### config.mk
export PLATFORM = sky130hd
export DESIGN_NAME = stream_deskew_flat
export DESIGN_NICKNAME = d
export VERILOG_FILES = /design/src/rtl/stream_deskew_pkg.sv /design/src/rtl/stream_deskew_if.sv /design/src/rtl/stream_deskew_lane_fifo.sv /design/src/rtl/stream_deskew.sv /design/src/flat_wrapper.sv
export SDC_FILE = /design/constraint.sdc
export NUM_CORES = 1
export LEC_CHECK = 0
export CELL_PAD_IN_SITES_DETAIL_PLACEMENT = 1
export CELL_PAD_IN_SITES_GLOBAL_PLACEMENT = 1
export CORE_UTILIZATION = 25
export DETAILED_ROUTE_END_ITERATION = 12
export GPL_ROUTABILITY_DRIVEN = 0
export HOLD_SLACK_MARGIN = 0.03
export PLACE_DENSITY_LB_ADDON = 0.1
export SYNTH_ARGS = -nofsm -noshare
export SYNTH_HDL_FRONTEND = slang
export SYNTH_SLANG_ARGS = --single-unit
export TNS_END_PERCENT = 1
### constraint.sdc
create_clock -name clk -period 2.36 [get_ports clk]
set_clock_uncertainty 0.15 [all_clocks]
set_input_delay 0.472 -clock clk [delete_from_list [all_inputs] [get_ports clk]]
set_output_delay 0.472 -clock clk [all_outputs]
set_load 0.05 [all_outputs]
### src/rtl/stream_deskew_pkg.sv
// Shared definitions for the two-lane stream deskew block.
package deskew_pkg;

  function automatic int unsigned cnt_w(input int unsigned depth);
    return $clog2(depth) + 1;
  endfunction

  function automatic bit depth_ok(input int unsigned depth);
    return (depth >= 2) && ((depth & (depth - 1)) == 0);
  endfunction

endpackage

### src/rtl/stream_deskew_if.sv
// Lane inputs, aligned-pair output handshake and status of the deskew block.
interface stream_deskew_if #(
  parameter int unsigned DATA_WIDTH = 8,
  parameter int unsigned CNT_W      = 4
);
  logic                  flush;
  logic                  a_valid;
  logic [DATA_WIDTH-1:0] a_data;
  logic                  b_valid;
  logic [DATA_WIDTH-1:0] b_data;
  logic                  out_valid;
  logic                  out_ready;
  logic [DATA_WIDTH-1:0] out_a;
  logic [DATA_WIDTH-1:0] out_b;
  logic [CNT_W-1:0]      level_a;
  logic [CNT_W-1:0]      level_b;
  logic                  ovf;

  modport master (
    output flush, a_valid, a_data, b_valid, b_data, out_ready,
    input  out_valid, out_a, out_b, level_a, level_b, ovf
  );

  modport slave (
    input  flush, a_valid, a_data, b_valid, b_data, out_ready,
    output out_valid, out_a, out_b, level_a, level_b, ovf
  );
endinterface

### src/rtl/stream_deskew_lane_fifo.sv
// First-word-fall-through lane buffer; a write is visible at the head one cycle later.
module deskew_lane_fifo
  import deskew_pkg::*;
#(
  parameter int unsigned DATA_WIDTH = 8,
  parameter int unsigned DEPTH      = 8,
  parameter int unsigned CNT_W      = cnt_w(DEPTH)
) (
  input  logic                  clk,
  input  logic                  rst,
  input  logic                  flush_i,
  input  logic                  wr_en_i,
  input  logic [DATA_WIDTH-1:0] wr_data_i,
  input  logic                  rd_en_i,
  output logic [DATA_WIDTH-1:0] head_o,
  output logic [CNT_W-1:0]      level_o,
  output logic                  full_o,
  output logic                  drop_o
);
  localparam int unsigned AW = $clog2(DEPTH);

  logic [DATA_WIDTH-1:0] mem_q [DEPTH];
  logic [AW-1:0]         wr_ptr_q, wr_ptr_d;
  logic [AW-1:0]         rd_ptr_q, rd_ptr_d;
  logic [CNT_W-1:0]      level_q, level_d;
  logic                  do_wr, do_rd;

  assign full_o  = (level_q == CNT_W'(DEPTH));
  assign do_rd   = rd_en_i && (level_q != '0);
  // A full lane still accepts a write when its head leaves in the same cycle.
  assign do_wr   = wr_en_i && (!full_o || do_rd);
  assign drop_o  = wr_en_i && full_o && !do_rd && !flush_i;
  assign head_o  = mem_q[rd_ptr_q];
  assign level_o = level_q;

  always_comb begin
    wr_ptr_d = wr_ptr_q;
    rd_ptr_d = rd_ptr_q;
    level_d  = level_q;
    if (flush_i) begin
      wr_ptr_d = '0;
      rd_ptr_d = '0;
      level_d  = '0;
    end else begin
      if (do_wr) wr_ptr_d = wr_ptr_q + AW'(1);
      if (do_rd) rd_ptr_d = rd_ptr_q + AW'(1);
      case ({do_wr, do_rd})
        2'b10:   level_d = level_q + CNT_W'(1);
        2'b01:   level_d = level_q - CNT_W'(1);
        default: level_d = level_q;
      endcase
    end
  end

  always_ff @(posedge clk or posedge rst) begin
    if (rst) begin
      wr_ptr_q <= '0;
      rd_ptr_q <= '0;
      level_q  <= '0;
    end else begin
      wr_ptr_q <= wr_ptr_d;
      rd_ptr_q <= rd_ptr_d;
      level_q  <= level_d;
    end
  end

  always_ff @(posedge clk) begin
    if (do_wr && !flush_i) mem_q[wr_ptr_q] <= wr_data_i;
  end
endmodule

### src/rtl/stream_deskew.sv
// Joins two skewed sample lanes and emits matched pairs on a valid/ready output.
module stream_deskew
  import deskew_pkg::*;
#(
  parameter int unsigned DATA_WIDTH = 8,
  parameter int unsigned DEPTH      = 8
) (
  input logic           clk,
  input logic           rst,
  stream_deskew_if.slave dsk
);
  localparam int unsigned CNT_W = cnt_w(DEPTH);

  if (!depth_ok(DEPTH)) begin : g_bad_depth
    $error("stream_deskew: DEPTH must be a power of 2 and >= 2");
  end

  logic [DATA_WIDTH-1:0] head_a, head_b;
  logic [CNT_W-1:0]      lvl_a, lvl_b;
  logic                  full_a, full_b, drop_a, drop_b;
  logic                  pair_vld, pop;
  logic                  ovf_q, ovf_d;

  assign pair_vld = (lvl_a != '0) && (lvl_b != '0);
  assign pop      = pair_vld && dsk.out_ready;

  deskew_lane_fifo #(.DATA_WIDTH(DATA_WIDTH), .DEPTH(DEPTH), .CNT_W(CNT_W)) u_lane_a (
    .clk       (clk),
    .rst       (rst),
    .flush_i   (dsk.flush),
    .wr_en_i   (dsk.a_valid),
    .wr_data_i (dsk.a_data),
    .rd_en_i   (pop),
    .head_o    (head_a),
    .level_o   (lvl_a),
    .full_o    (full_a),
    .drop_o    (drop_a)
  );

  deskew_lane_fifo #(.DATA_WIDTH(DATA_WIDTH), .DEPTH(DEPTH), .CNT_W(CNT_W)) u_lane_b (
    .clk       (clk),
    .rst       (rst),
    .flush_i   (dsk.flush),
    .wr_en_i   (dsk.b_valid),
    .wr_data_i (dsk.b_data),
    .rd_en_i   (pop),
    .head_o    (head_b),
    .level_o   (lvl_b),
    .full_o    (full_b),
    .drop_o    (drop_b)
  );

  assign ovf_d = ovf_q || drop_a || drop_b;

  always_ff @(posedge clk or posedge rst) begin
    if (rst) ovf_q <= 1'b0;
    else     ovf_q <= ovf_d;
  end

  assign dsk.out_valid = pair_vld;
  assign dsk.out_a     = pair_vld ? head_a : '0;
  assign dsk.out_b     = pair_vld ? head_b : '0;
  assign dsk.level_a   = lvl_a;
  assign dsk.level_b   = lvl_b;
  assign dsk.ovf       = ovf_q;
endmodule

### src/flat_wrapper.sv
// flat-port wrapper written by rule: the top's interface ports become plain ports
module stream_deskew_flat import deskew_pkg::*;
#(
  parameter int unsigned DATA_WIDTH = 8,
  parameter int unsigned DEPTH      = 8
)
  (clk, rst, dsk_flush, dsk_a_valid, dsk_a_data, dsk_b_valid, dsk_b_data, dsk_out_ready, dsk_out_valid, dsk_out_a, dsk_out_b, dsk_level_a, dsk_level_b, dsk_ovf);
  stream_deskew_if #(.DATA_WIDTH(DATA_WIDTH), .CNT_W(($clog2(DEPTH) + 1))) dsk_i ();
  input logic clk;
  input logic rst;
  input wire logic [$bits(dsk_i.flush)-1:0] dsk_flush;
  input wire logic [$bits(dsk_i.a_valid)-1:0] dsk_a_valid;
  input wire logic [$bits(dsk_i.a_data)-1:0] dsk_a_data;
  input wire logic [$bits(dsk_i.b_valid)-1:0] dsk_b_valid;
  input wire logic [$bits(dsk_i.b_data)-1:0] dsk_b_data;
  input wire logic [$bits(dsk_i.out_ready)-1:0] dsk_out_ready;
  output wire logic [$bits(dsk_i.out_valid)-1:0] dsk_out_valid;
  output wire logic [$bits(dsk_i.out_a)-1:0] dsk_out_a;
  output wire logic [$bits(dsk_i.out_b)-1:0] dsk_out_b;
  output wire logic [$bits(dsk_i.level_a)-1:0] dsk_level_a;
  output wire logic [$bits(dsk_i.level_b)-1:0] dsk_level_b;
  output wire logic [$bits(dsk_i.ovf)-1:0] dsk_ovf;
  assign dsk_i.flush = dsk_flush;
  assign dsk_i.a_valid = dsk_a_valid;
  assign dsk_i.a_data = dsk_a_data;
  assign dsk_i.b_valid = dsk_b_valid;
  assign dsk_i.b_data = dsk_b_data;
  assign dsk_i.out_ready = dsk_out_ready;
  assign dsk_out_valid = dsk_i.out_valid;
  assign dsk_out_a = dsk_i.out_a;
  assign dsk_out_b = dsk_i.out_b;
  assign dsk_level_a = dsk_i.level_a;
  assign dsk_level_b = dsk_i.level_b;
  assign dsk_ovf = dsk_i.ovf;
  stream_deskew #(.DATA_WIDTH(DATA_WIDTH), .DEPTH(DEPTH)) u_core (.clk(clk), .rst(rst), .dsk(dsk_i));
endmodule
==> results.json, run 1 <==
{
  "status": "finished with violations",
  "violations": "negative setup slack",
  "ff2ff_setup_slack_ns": -0.13,
  "clock-root-buffer": "clkbuf_16",
  "num_rows": 58,
  "start_util_pct": 25.4,
  "dr.pass1.iters": 4,
  "area_growth_syn_to_layout_pct": 36.7,
  "dpl_cell_area_um2": 7800,
  "numCtsBuffers": 17,
  "grt_max_degree": 22,
  "max-slew-margin-rel_pct": 67.3,
  "yosysWarnings": 0,
  "power_mw": 7.82,
  "seq_area_frac_synth_pct": 68.6,
  "io_pins": 48,
  "period_minus_slack_ns": 2.65,
  "postSynthAreaPerCell_um2": 17.2,
  "worst_hold_slack_ns": 0.256,
  "antenna_found_initial": 0,
  "postSynth.asyncResetShare_pct": 14.1,
  "synth-edff-count": 128,
  "ys_top_cells_by_area": "edfxtp_1 (60%), mux4_2 (11%), dfrtp_1 (8.2%), mux2i_1 (3.1%), nor2_1 (2.4%)",
  "drcViolationCount": 0,
  "vias": 3717,
  "first_global_vias": 4208,
  "p_leak_nw": 3.05,
  "routedWlPerCell_um": 18.8,
  "critical_path.endpoint_type": "primary output",
  "die_area_um2": 26100,
  "cts_hold_buf": 0,
  "ant_nets": 0,
  "synth-seq-cells": 149,
  "clk_pin_slew_ns": 0.06,
  "grt_pass1_wl_um": 25100,
  "cp.required_ns": 1.74,
  "cts_tree": "done",
  "drt_iter0_markers": 146,
  "syn-cell-area_um2": 6370,
  "post-place-cells": 801,
  "yosysTopAreaCell": "edfxtp_1",
  "grt_usage_pct": 13.2,
  "critPathLaunchType": "flip-flop",
  "powerDensity_nw_per_um2": 898,
  "fin_nets": 533,
  "drive_gt1_share_pct": 41.1,
  "criticalPathCategory": "flip-flop to primary output",
  "clk_latency_ns": 0.41,
  "die_w_um": 162,
  "synthCells": 370,
  "hpwl_um": 10800,
  "core_um2": 25100,
  "overflow": 0,
  "hold_viol": 0,
  "max_freq_mhz": 378,
  "worstHoldPathType": "input pin to asynchronous set/reset pin",
  "setup_viol": 20,
  "finalInstanceArea_um2": 8710,
  "yosysTopAreaCellShare_pct": 60.3,
  "setup_ws_ns": -0.286,
  "cp_max_fo": 6,
  "worstPathArrival_ns": 2.02,
  "clock_path_buffers": 2,
  "synthDistinctLibCells": 49,
  "timing.rr.end": "u_core.u_lane_a.level_o[3]",
  "tns_ns": -4.77,
  "n_antenna_cell": 0,
  "drt_wl_total_um": 15900,
  "avgViaCountPerCell": 4.39,
  "timing.rr.start": "u_core.u_lane_b.level_o[2]",
  "fin_crit_sh_pct": 112,
  "vdd_drop_max_v": 0.000400,
  "synthFlopType": "edfxtp_1",
  "ff2ff_path_depth": 9,
  "rsz0062_at_grt": "yes",
  "syn_nets": 400,
  "drv_cap": 0,
  "worstMarginPinSlew_ns": 0.489,
  "instances_no_fill": 846,
  "die_h_um": 162,
  "cts_num_sinks": 149,
  "final_max_slew_viol_count": 0,
  "htreeDepth": 4,
  "portBuffers": 47
}
[final cells by class]
type | instances | area (um^2)
fill | 2622 | 16400
sequential | 149 | 4380
tap | 330 | 413
clock buffer | 17 | 425
inverter | 9 | 36.3
multi-input combinational | 194 | 2010
timing repair buffer | 132 | 1270
clock inverter | 15 | 190
[stage by stage]
| step | setup slack, ns | util [%] |
|---|---|---|
| 3_3_place_gp | -0.279 | 31.1 |
| 3_5_place_dp | -0.349 | 31.1 |
| 6_report | -0.286 | 34.7 |
| 4_1_cts | -0.353 | 34.7 |
| 5_1_grt | -0.376 | 34.7 |
| 2_1_floorplan | -0.244 | - |
[logic make-up (layout without fill, tap and decap cells)]
logic type	count (synthesis)	in the layout	synth area share, %
adders and majority gates	8	8	1.57
muxes	54	54	14.9
xor gates and xnor gates	10	10	1.37
buffers and inverters	27	173	1.92
AOI/OAI and AO/OA	33	33	4.69
and+or+nand+nor	89	89	7.03
DFF	149	149	68.6
[sequential cells by signal (all words and copies together) (netlist names)]
register	count
u_core.u_lane_a.wr_ptr_q	3
u_core.u_lane_a.rd_ptr_q	3
u_core.dsk.ovf	1
u_core.u_lane_a.mem_q	64
u_core.u_lane_b.rd_ptr_q	3
u_core.u_lane_b.wr_ptr_q	3
u_core.u_lane_a.level_o	4
u_core.u_lane_b.mem_q	64
u_core.u_lane_b.level_o	4
[cells in the mapped netlist (3+ instances only)]
library cell	n
nor3_1	10
o211ai_1	4
mux4_2	32
dfrtp_1	21
o21ai_0	6
nand2_1	11
xnor2_1	4
a21oi_1	5
nor2_1	41
mux2i_1	20
clkbuf_1	6
ha_1	8
or3_1	4
inv_1	8
nand3_1	6
or4b_1	3
edfxtp_1	128
xor2_1	6
buf_2	9
[worst max-delay path by stage]
stage | start | endpoint | slack, ns
after floorplan | u_core.u_lane_b.level_o[1] | u_core.u_lane_a.level_o[3] | -0.24
after global placement | dsk_out_ready | u_core.u_lane_a.level_o[3] | -0.28
after detailed placement | dsk_out_ready | u_core.u_lane_a.level_o[3] | -0.35
after CTS | u_core.u_lane_b.level_o[2] | dsk_out_a[5] | -0.35
after global routing | u_core.u_lane_b.level_o[1] | dsk_out_b[0] | -0.38
final | u_core.u_lane_b.level_o[2] | dsk_out_b[0] | -0.29
[routing by layer]
layer  GRT usage, %  part of all wire [%]  vias to the layer above
met5              0                     0                        -
met4           3.34                  0.65                        0
met3           2.78                   2.6                        8
met2           22.1                    51                       55
met1           17.4                    46                     1921
li1               -                     -                     1733
[report_power, final]
group | switching, mW | total, mW | internal, mW
logic | 1.07 | 1.99 | 0.918
clock network | 1.13 | 2.82 | 1.69
registers | 0.0562 | 3.01 | 2.95
total | 2.26 | 7.82 | 5.57
[worst max-delay path, cell delays in order, from the launching register on]
cell and delay (ns):
dfrtp_1 0.40, buf_6 0.12, or3_4 0.37, o21ai_4 0.23, buf_12 0.16, buf_16 0.13, nor2_2 0.05, buf_6 0.15
[timing repair]
item                                    in CTS  in global routing
resized for setup                           43                  3
hold endpoints to repair                     0                  0
gates cloned                                 1                  0
buffers inserted                            12                  0
pin swaps                                    7                  2
endpoints found under the setup margin      25                 21
[placed cells by master, fill, tap and decap left out, types with 8 or more instances in the layout]
master / netlist / layout
buf_4: 0 / 71
nand2_1: 11 / 11
mux4_2: 32 / 32
dfrtp_1: 21 / 16
nor2_1: 41 / 26
mux2i_1: 20 / 16
buf_12: 0 / 8
inv_1: 8 / 8
nor3_1: 10 / 8
buf_6: 1 / 25
nor2_2: 0 / 15
edfxtp_1: 128 / 128
clkbuf_16: 0 / 17
clkdlybuf4s50_1: 0 / 22
No activity file was read; power rests on OpenSTA's default activity.
==> run 2: changes to the inputs <==
--- a/config.mk
+++ b/config.mk
@@ -9,7 +9,6 @@
 export CELL_PAD_IN_SITES_GLOBAL_PLACEMENT = 1
 export CORE_UTILIZATION = 25
 export DETAILED_ROUTE_END_ITERATION = 12
-export GPL_ROUTABILITY_DRIVEN = 0
 export HOLD_SLACK_MARGIN = 0.03
 export PLACE_DENSITY_LB_ADDON = 0.1
 export SYNTH_ARGS = -nofsm -noshare
==> results of run 2 <==
No change in the layout: final DEF, timing and power equal those of run 1.
